--- src/rtl/div_pkg.sv ---
// Shared state encoding, latency helper and saturation limits for the signed divider.
package div_pkg;

  typedef enum logic [1:0] {
    DIV_IDLE = 2'd0,
    DIV_CALC = 2'd1,
    DIV_FIX  = 2'd2
  } div_state_e;

  // Cycles from the accepting edge to the edge that raises o_valid.
  function automatic int div_lat(input int w);
    return 2 * w + 1;
  endfunction

  function automatic longint div_sat_max(input int w);
    return (longint'(1) <<< (w - 1)) - 1;
  endfunction

  function automatic longint div_sat_min(input int w);
    return -(longint'(1) <<< (w - 1));
  endfunction

endpackage

--- src/rtl/div_step.sv ---
// One combinational restoring-division iteration on magnitudes.
module div_step
  import div_pkg::*;
#(
  parameter int W = 32
) (
  input  logic [W:0]   rem,
  input  logic         din,
  input  logic [W-1:0] babs,
  output logic [W:0]   rem_out,
  output logic         qbit
);

  logic [W+1:0] shifted;
  logic [W+1:0] bext;

  always_comb begin
    shifted = {rem, din};
    bext    = {2'b00, babs};
    qbit    = (shifted >= bext);
    rem_out = qbit ? (W+1)'(shifted - bext) : shifted[W:0];
  end

endmodule

--- src/rtl/div.sv ---
// Sequential signed divider: 2W-bit dividend / W-bit divisor, one quotient bit per cycle.
// Optional build macro DIV_SAT_EN saturates the quotient on overflow instead of wrapping.
module div
  import div_pkg::*;
#(
  parameter int DATA_WIDTH = 32
) (
  input  logic                    clk,
  input  logic                    rst_n,
  input  logic                    i_valid,
  output logic                    o_ready,
  input  logic [2*DATA_WIDTH-1:0] i_a,
  input  logic [DATA_WIDTH-1:0]   i_b,
  output logic                    o_valid,
  output logic [DATA_WIDTH-1:0]   o_q,
  output logic [DATA_WIDTH-1:0]   o_r,
  output logic                    o_ovf,
  output logic                    o_dbz
);

  localparam int W  = DATA_WIDTH;
  localparam int CW = $clog2(2 * W);

  div_state_e     state_reg;
  logic [CW-1:0]  cnt_reg;
  logic [W:0]     rem_reg;
  logic [2*W-1:0] dvd_reg;
  logic [W-1:0]   babs_reg;
  logic [W-1:0]   alow_reg;
  logic           sa_reg;
  logic           sq_reg;
  logic           dbz_reg;

  logic [W:0]     rem_step;
  logic           qbit;
  logic [2*W-1:0] a_abs;
  logic [W-1:0]   b_abs;
  logic [W-1:0]   q_wrap;
  logic [W-1:0]   q_fix;
  logic [W-1:0]   r_fix;
  logic           ovf_pos;
  logic           ovf_neg;
  logic           ovf_w;

  assign o_ready = (state_reg == DIV_IDLE);

  div_step #(.W(W)) u_step (
    .rem     (rem_reg),
    .din     (dvd_reg[2*W-1]),
    .babs    (babs_reg),
    .rem_out (rem_step),
    .qbit    (qbit)
  );

  always_comb begin
    a_abs   = i_a[2*W-1] ? (~i_a + 1'b1) : i_a;
    b_abs   = i_b[W-1] ? (~i_b + 1'b1) : i_b;
    // dvd_reg holds the quotient magnitude once CALC has run; low bits of a
    // negation depend only on low bits, so the wrapped result needs no 2W negate.
    q_wrap  = sq_reg ? (~dvd_reg[W-1:0] + 1'b1) : dvd_reg[W-1:0];
    ovf_pos = |dvd_reg[2*W-1:W-1];
    ovf_neg = (|dvd_reg[2*W-1:W]) | (dvd_reg[W-1] & (|dvd_reg[W-2:0]));
    ovf_w   = sq_reg ? ovf_neg : ovf_pos;
    r_fix   = sa_reg ? (~rem_reg[W-1:0] + 1'b1) : rem_reg[W-1:0];
`ifdef DIV_SAT_EN
    q_fix   = ovf_w ? (sq_reg ? W'(div_sat_min(W)) : W'(div_sat_max(W))) : q_wrap;
`else
    q_fix   = q_wrap;
`endif
  end

  always_ff @(posedge clk) begin
    if (!rst_n) begin
      state_reg <= DIV_IDLE;
      cnt_reg   <= '0;
      rem_reg   <= '0;
      dvd_reg   <= '0;
      babs_reg  <= '0;
      alow_reg  <= '0;
      sa_reg    <= 1'b0;
      sq_reg    <= 1'b0;
      dbz_reg   <= 1'b0;
      o_valid   <= 1'b0;
      o_q       <= '0;
      o_r       <= '0;
      o_ovf     <= 1'b0;
      o_dbz     <= 1'b0;
    end else begin
      o_valid <= 1'b0;
      case (state_reg)
        DIV_IDLE: begin
          if (i_valid) begin
            dvd_reg   <= a_abs;
            babs_reg  <= b_abs;
            alow_reg  <= i_a[W-1:0];
            sa_reg    <= i_a[2*W-1];
            sq_reg    <= i_a[2*W-1] ^ i_b[W-1];
            dbz_reg   <= (i_b == '0);
            rem_reg   <= '0;
            cnt_reg   <= CW'(2 * W - 1);
            state_reg <= DIV_CALC;
          end
        end
        DIV_CALC: begin
          rem_reg <= rem_step;
          dvd_reg <= {dvd_reg[2*W-2:0], qbit};
          cnt_reg <= cnt_reg - 1'b1;
          if (cnt_reg == '0) state_reg <= DIV_FIX;
        end
        DIV_FIX: begin
          o_valid   <= 1'b1;
          state_reg <= DIV_IDLE;
          if (dbz_reg) begin
            o_q   <= '1;
            o_r   <= alow_reg;
            o_ovf <= 1'b0;
            o_dbz <= 1'b1;
          end else begin
            o_q   <= q_fix;
            o_r   <= r_fix;
            o_ovf <= ovf_w;
            o_dbz <= 1'b0;
          end
        end
        default: state_reg <= DIV_IDLE;
      endcase
    end
  end

endmodule
--- config.mk ---
export PLATFORM = sky130hd
export DESIGN_NAME = div
export DESIGN_NICKNAME = d
export VERILOG_FILES = /design/src/rtl/div_pkg.sv /design/src/rtl/div_step.sv /design/src/rtl/div.sv
export SDC_FILE = /design/constraint.sdc
export NUM_CORES = 1
export LEC_CHECK = 0
export ABC_AREA = 1
export BUFFER_PORTS_ARGS = -buffer_cell sky130_fd_sc_hd__buf_2
export CORE_ASPECT_RATIO = 1.4
export CORE_MARGIN = 4
export CORE_UTILIZATION = 45
export CTS_BUF_LIST = sky130_fd_sc_hd__clkbuf_16
export CTS_CLUSTER_DIAMETER = 60
export DETAILED_ROUTE_END_ITERATION = 8
export PLACE_DENSITY_LB_ADDON = 0.08
export RECOVER_POWER = 25
export SYNTH_ARGS = -nofsm -noshare
export SYNTH_HDL_FRONTEND = slang
export SYNTH_SLANG_ARGS = --single-unit
--- constraint.sdc ---
create_clock -name clk -period 3.8 [get_ports clk]
set_input_delay 0.38 -clock clk [delete_from_list [all_inputs] [get_ports clk]]
set_output_delay 0.38 -clock clk [all_outputs]
set_load 0.05 [all_outputs]
==> Word level (Yosys, flattened, before mapping) <==
Index checks and enable logic that the tools add are counted.
{ "totals": {"input_bits": 99, "output_inout_bits": 68, "register_bits": 239, "elab_cells": 62} }
{ "op_classes": {"magnitude_cmp": 1, "n_eq_ne": 4, "bitwise": 7, "n_addsub": 6, "reduce_logical": 10, "n_mux": 20} }
{ "ops": {"columns": ["cell", "n"], "rows": [
  ["two-way mux 32 bit", 5],
  ["two-way mux 64 bit", 2],
  ["case mux 64 bit (2 select lines)", 1],
  ["adder 32 x 1 -> 32 bit, second input constant", 3],
  ["inverter 32 bit", 3],
  ["two-way mux 33 bit", 2],
  ["case mux 33 bit (2 select lines)", 1],
  ["adder 64 x 1 -> 64 bit, second input constant", 1],
  ["inverter 64 bit", 1],
  [">= comparator 34 x 32 -> 1 bit", 1],
  ["OR reduction 33 bit", 1],
  ["subtractor 33 x 32 -> 33 bit", 1],
  ["logical NOT 32 bit", 1],
  ["OR reduction 32 bit", 1],
  ["OR reduction 31 bit", 1],
  ["case mux 6 bit (2 select lines)", 1],
  ["logical NOT 6 bit", 1],
  ["two-way mux 6 bit", 1],
  ["AND reduction 2 bit", 3],
  ["subtractor 6 x 1 -> 6 bit, second input constant", 1],
  ["two-way mux 1 bit", 4],
  ["two-way mux 2 bit", 2],
  ["!= test 2 bit, second input constant", 2],
  ["case mux 2 bit (2 select lines)", 1],
  ["7 further kinds", 7]
]} }

==> Longest topological paths before layout <==
{ "logic_depth": {"depth_word": 5, "ltp_mapped": 16} }

==> By module <==
A second synthesis with hierarchy kept.
{ "hier_totals": {"cells_unflattened": 2947, "hier_area_um2": 17468.0} }
{ "modules_own_cells": {"columns": ["module", "area_per_inst_um2", "n_inst", "cells_per_inst"], "rows": [
  ["div", 14189.9, 1, 2250],
  ["div_step", 3278.1, 1, 697]
]} }

==> Worst setup path after synthesis <==
Ideal clock, no wire load.
{ "synth_timing": {"path_kind": "flip-flop to flip-flop", "start": "register state_reg[1]", "end": "register babs_reg[9]", "arrival_ns": 2.038, "slack_ns": 1.644, "setup_time_ns": 0.117, "path_stages_with_launch": 9, "n_path_buf": 2, "t_required_ns": 3.683, "path_cell_list": "dfxtp_1 -> nor2_1 -> nand2_1 -> inv_1 -> clkbuf_1 -> buf_2 -> o21ai_0 -> o221ai_1 -> inv_1"} }
{ "synth_via": {"elab_chain_len": 2} }
{ "synth_lines": {"columns": ["item", "line", "rtl"], "rows": [
  ["start, declared", "div.sv:24", "div_state_e state_reg;"],
  ["start signal, assigned", "div.sv:74", "state_reg <= DIV_IDLE;"],
  ["start signal, assigned", "div.sv:101", "state_reg <= DIV_CALC;"],
  ["start signal, assigned", "div.sv:108", "if (cnt_reg == '0) state_reg <= DIV_FIX;"],
  ["logical NOT 2 bit", null, null],
  ["net o_ready", "div.sv:11", "output logic o_ready,"],
  ["AND reduction 2 bit (no source line)", null, null],
  ["end signal, assigned", "div.sv:94", "babs_reg <= b_abs;"],
  ["end, declared", "div.sv:28", "logic [W-1:0] babs_reg;"]
]} }
The timed path passes the listed nets, and every way through them passes these cells.
A chain may end at the register's enable or synchronous reset.

==> Worst setup path in the final report <==
{ "layout_timing": {"start": "register rem_reg[14]", "end": "register o_r[21]"} }
{ "layout_via": {"elab_chain_len": 4} }
{ "layout_lines": {"columns": ["item", "line", "rtl"], "rows": [
  ["start, declared", "div.sv:26", "logic [W:0] rem_reg;"],
  ["start signal, assigned", "div.sv:105", "rem_reg <= rem_step;"],
  ["inverter 32 bit", "div.sv:64", "r_fix = sa_reg ? (~rem_reg[W-1:0] + 1'b1) : rem_reg[W-1:0];"],
  ["adder 32 x 1 -> 32 bit", "div.sv:64", null],
  ["two-way mux 32 bit", "div.sv:64", null],
  ["two-way mux 32 bit", "div.sv:113", "if (dbz_reg) begin"],
  ["end signal, assigned", "div.sv:115", "o_r <= alow_reg;"],
  ["end signal, assigned", "div.sv:120", "o_r <= r_fix;"],
  ["end, declared", "div.sv:16", "output logic [DATA_WIDTH-1:0] o_r,"]
]} }
No other way between the ends.

==> results_dict.tcl <==
set metrics [dict create \
    outcome "finished, final reports clean" \
    worstPathCellList "nor2_1 > nand3_1 > nor4_1 > nand3_1 > nand3_1 > nand3_1 > a31oi_1" \
    synth_compound_area_frac 0.1668 \
    first_pass_iters 6 \
    hpwl_mm 53.22 \
    wl_mm 68.36 \
    min_period_over_period 0.7090 \
    synthAdderAreaFrac 0.02879 \
    synthFlopType "dfxtp_1" \
    htree_levels 1 \
    io_buffers 166 \
    arrival_ns 3.19 \
    fillers 4107 \
    cpMaxStageDelayCell "nor4_1" \
    path_class "flip-flop to flip-flop" \
    syn2layout_area_growth_pct 11.91 \
    ys_ff_latch 239 \
    cts_sinks 239 \
    finalSetupViolCount 0 \
    initial_core_util 0.4573 \
    grt_pass1_vias 17900 \
    route.detailed.drc 0 \
    fin_tns_setup_ns 0 \
    overflow 0 \
    worst_path_dominant_cell_family "simple AND/OR/NAND/NOR gates" \
    grt_max_degree 103 \
    syn_area_sq_um 17210 \
    regToRegSetupSlack_ns 1.11 \
    wl_per_cell_um 20.12 \
    max-slew-margin-rel 0.07345 \
    slew_viol_final 0 \
    yosysWarnings 0 \
    synth_fp_nets 2944 \
    pwr-share-comb 0.495 \
    clk_pin_slew_worst_paths_ns 0.06 \
    synth_mux_area_frac 0 \
    fin_skew_ns 0.01492 \
    viasPerCell 5.585 \
    crit_fanout 5 \
    drtIter0Drc 1557 \
    max_freq_mhz 371.2 \
    syn_inst 2806 \
    dieArea_sq_um 41480 \
    crit_path_end_kind "flip-flop" \
    p_seq_frac 0.252 \
    yosys.area.top_type "dfxtp_1" \
    use_met2 0.5932 \
    antenna_found_initial 0 \
    grtUsageTotal 0.3149 \
    cts_resized 0 \
    io_pins 167 \
    largest_reg_flops 64 \
    cts_setup_buffers 0 \
    synth_xor_area_frac 0.02799 \
    p_int_mw 6.369 \
    ir_drop_uv 575.0 \
    synth_simple_gate_area_frac 0.3761 \
    clock_path_buffers 3 \
    gp_congestion 0.9677 \
    pwr-share-clk 0.253 \
    path_buf_inv 0 \
    synth.area.top_cells "dfxtp_1 28%, nand2_1 15%, inv_1 8.9%, nand3_1 7.4%, nor2_1 6.4%" \
    rsz0062_at_grt "no" \
    synth_top_family_by_area "simple AND/OR/NAND/NOR gates" \
    finalCriticalPeriod_ns 2.694 \
    drtAntennaViolNets 0 \
    root_buffer "clkbuf_16" \
    clk_latency_ns 0.57 \
    rows 84 \
    power_density_nw_per_um2 619.2 \
    num_vias 18980 \
    tightest_slew_ns 1.390 \
    maxCapViolCount 0 \
    ys_seq_area_frac 0.2780 \
    p_sw_frac 0.4659 \
    synth_edf_count 0 \
    hold_class "input pin to flip-flop" \
    top_usage_layer "met2" \
    met1_usage 0.3497 \
    yosysUniqueCellTypes 51 \
    die_w_um 173.3 \
    syn_avg_cell_area_sq_um 6.132 \
    cts_hold_buf 0 \
    grt_pass1_wl_mm 103.1 \
    core_sq_um 37630 \
    cp.required_ns 4.29 \
    die_y_um 239.4 \
    hold_viol_final 0 \
    synth_async_sr_flop_share 0 \
    p_leak_nw 8.952 \
    start_kind "flip-flop" \
    p_sw_mw 5.555 \
    num_antenna_cells 0 \
    cts_tree "built" \
    critPathMaxStageDelay_ns 0.80 \
    final_layout_size_suffix_gt1_frac 0.09333 \
    yosysTopAreaCellShare 0.2780 \
    use_met3 0.02621 \
    final_nets 3042 \
    crit_path_frequent_cell "nand3_1" \
    fin_util 0.5118 \
    cts_buffers 28 \
]
==> power by group through the flow <==
stage          logic [mW]  clock network, mW  registers, mW
3_3_place_gp         5.81                  0           3.04
4_1_cts              5.85               3.07           2.99
5_1_grt              6.46               3.17           3.02
3_5_place_dp         5.83                  0           3.04
2_1_floorplan        4.21                  0           2.98
6_report             5.90               3.02           3.00
==> cell usage after synthesis (all sizes together), types with 38 or more instances <==
library cell  number
nand2            713
inv              414
nor2             319
nand3            274
dfxtp            239
a21oi            169
o21ai            154
clkbuf            73
nand4             53
a31oi             46
buf               44
nor3              44
a22oi             43
ha                38
==> stage by stage <==
| step | std cells | setup WS (ns) | hold WS [ns] | cell area (sq um) | total power [mW] |
|---|---|---|---|---|---|
| 2_1_floorplan | 2806 | 1.644 | 0.4237 | 17210 | 7.191 |
| 3_3_place_gp | 3347 | 1.158 | 0.4456 | 18300 | 8.848 |
| 3_5_place_dp | 3347 | 1.129 | 0.4486 | 18300 | 8.874 |
| 4_1_cts | 3398 | 1.125 | 0.1098 | 19330 | 11.91 |
| 5_1_grt | 3398 | 0.8685 | 0.1447 | 19260 | 12.66 |
| 6_report | 3398 | 1.106 | 0.1200 | 19260 | 11.92 |
==> worst min-delay path, stage by stage <==
cell     delay, ns
buf_2         0.08
inv_2         0.07
a21oi_1       0.12
==> area by class of cell <==
| type | instances | area [sq um] | area share |
|---|---|---|---|
| inverter | 418 | 1572 | 0.08161 |
| clock inverter | 22 | 299.0 | 0.01553 |
| multi-input combinational | 2032 | 10340 | 0.5371 |
| sequential | 239 | 4785 | 0.2485 |
| tap | 473 | 591.8 | 0.03073 |
| clock buffer | 29 | 725.7 | 0.03768 |
| timing repair buffer | 185 | 940.9 | 0.04886 |
==> placed cells by master (no fill, tap or decap), types with 4 or more instances in the layout <==
cell	n
a211oi_1	19
a21oi_1	165
a21oi_2	4
a22oi_1	43
a31oi_1	46
and2_1	7
buf_2	113
buf_4	15
bufinv_16	7
clkbuf_1	54
clkbuf_16	29
clkinv_1	9
dfxtp_1	239
ha_1	38
inv_1	407
inv_2	9
nand2_1	693
nand2_2	15
nand2_4	4
nand3_1	254
nand3_2	18
nand3b_1	15
nand4_1	52
nor2_1	291
nor2_2	16
nor2_4	11
nor3_1	38
nor4_1	14
o211ai_1	18
o21ai_0	140
o21ai_1	12
o221ai_1	22
o22ai_1	10
or2_2	6
xnor2_1	21
xor2_1	34
==> metal layers <==
metal | wire, um | vias to the layer above
li1 | - | 9382
met1 | 25980 | 8781
met2 | 35180 | 616
met3 | 2911 | 198
met4 | 4298 | 0
met5 | 0 | -
==> worst paths after layout <==
path                              from                         to  cells past startpoint
max           rem_reg[14]$_SDFFE_PN0P_       o_r[21]$_SDFFE_PN0P_                      7
min                             i_a[2]   alow_reg[2]$_SDFFE_PN0P_                      3
max reg2reg   rem_reg[14]$_SDFFE_PN0P_       o_r[21]$_SDFFE_PN0P_                      7
min reg2reg  alow_reg[31]$_SDFFE_PN0P_  alow_reg[31]$_SDFFE_PN0P_                      2
==> cells by family after synthesis <==
kind of cell | Yosys count
simple gates | 1447
buf+inv | 535
fa+ha+maj | 39
flops | 239
compound gates | 491
xor+xnor | 55
(Power assumes the default switching activity.)
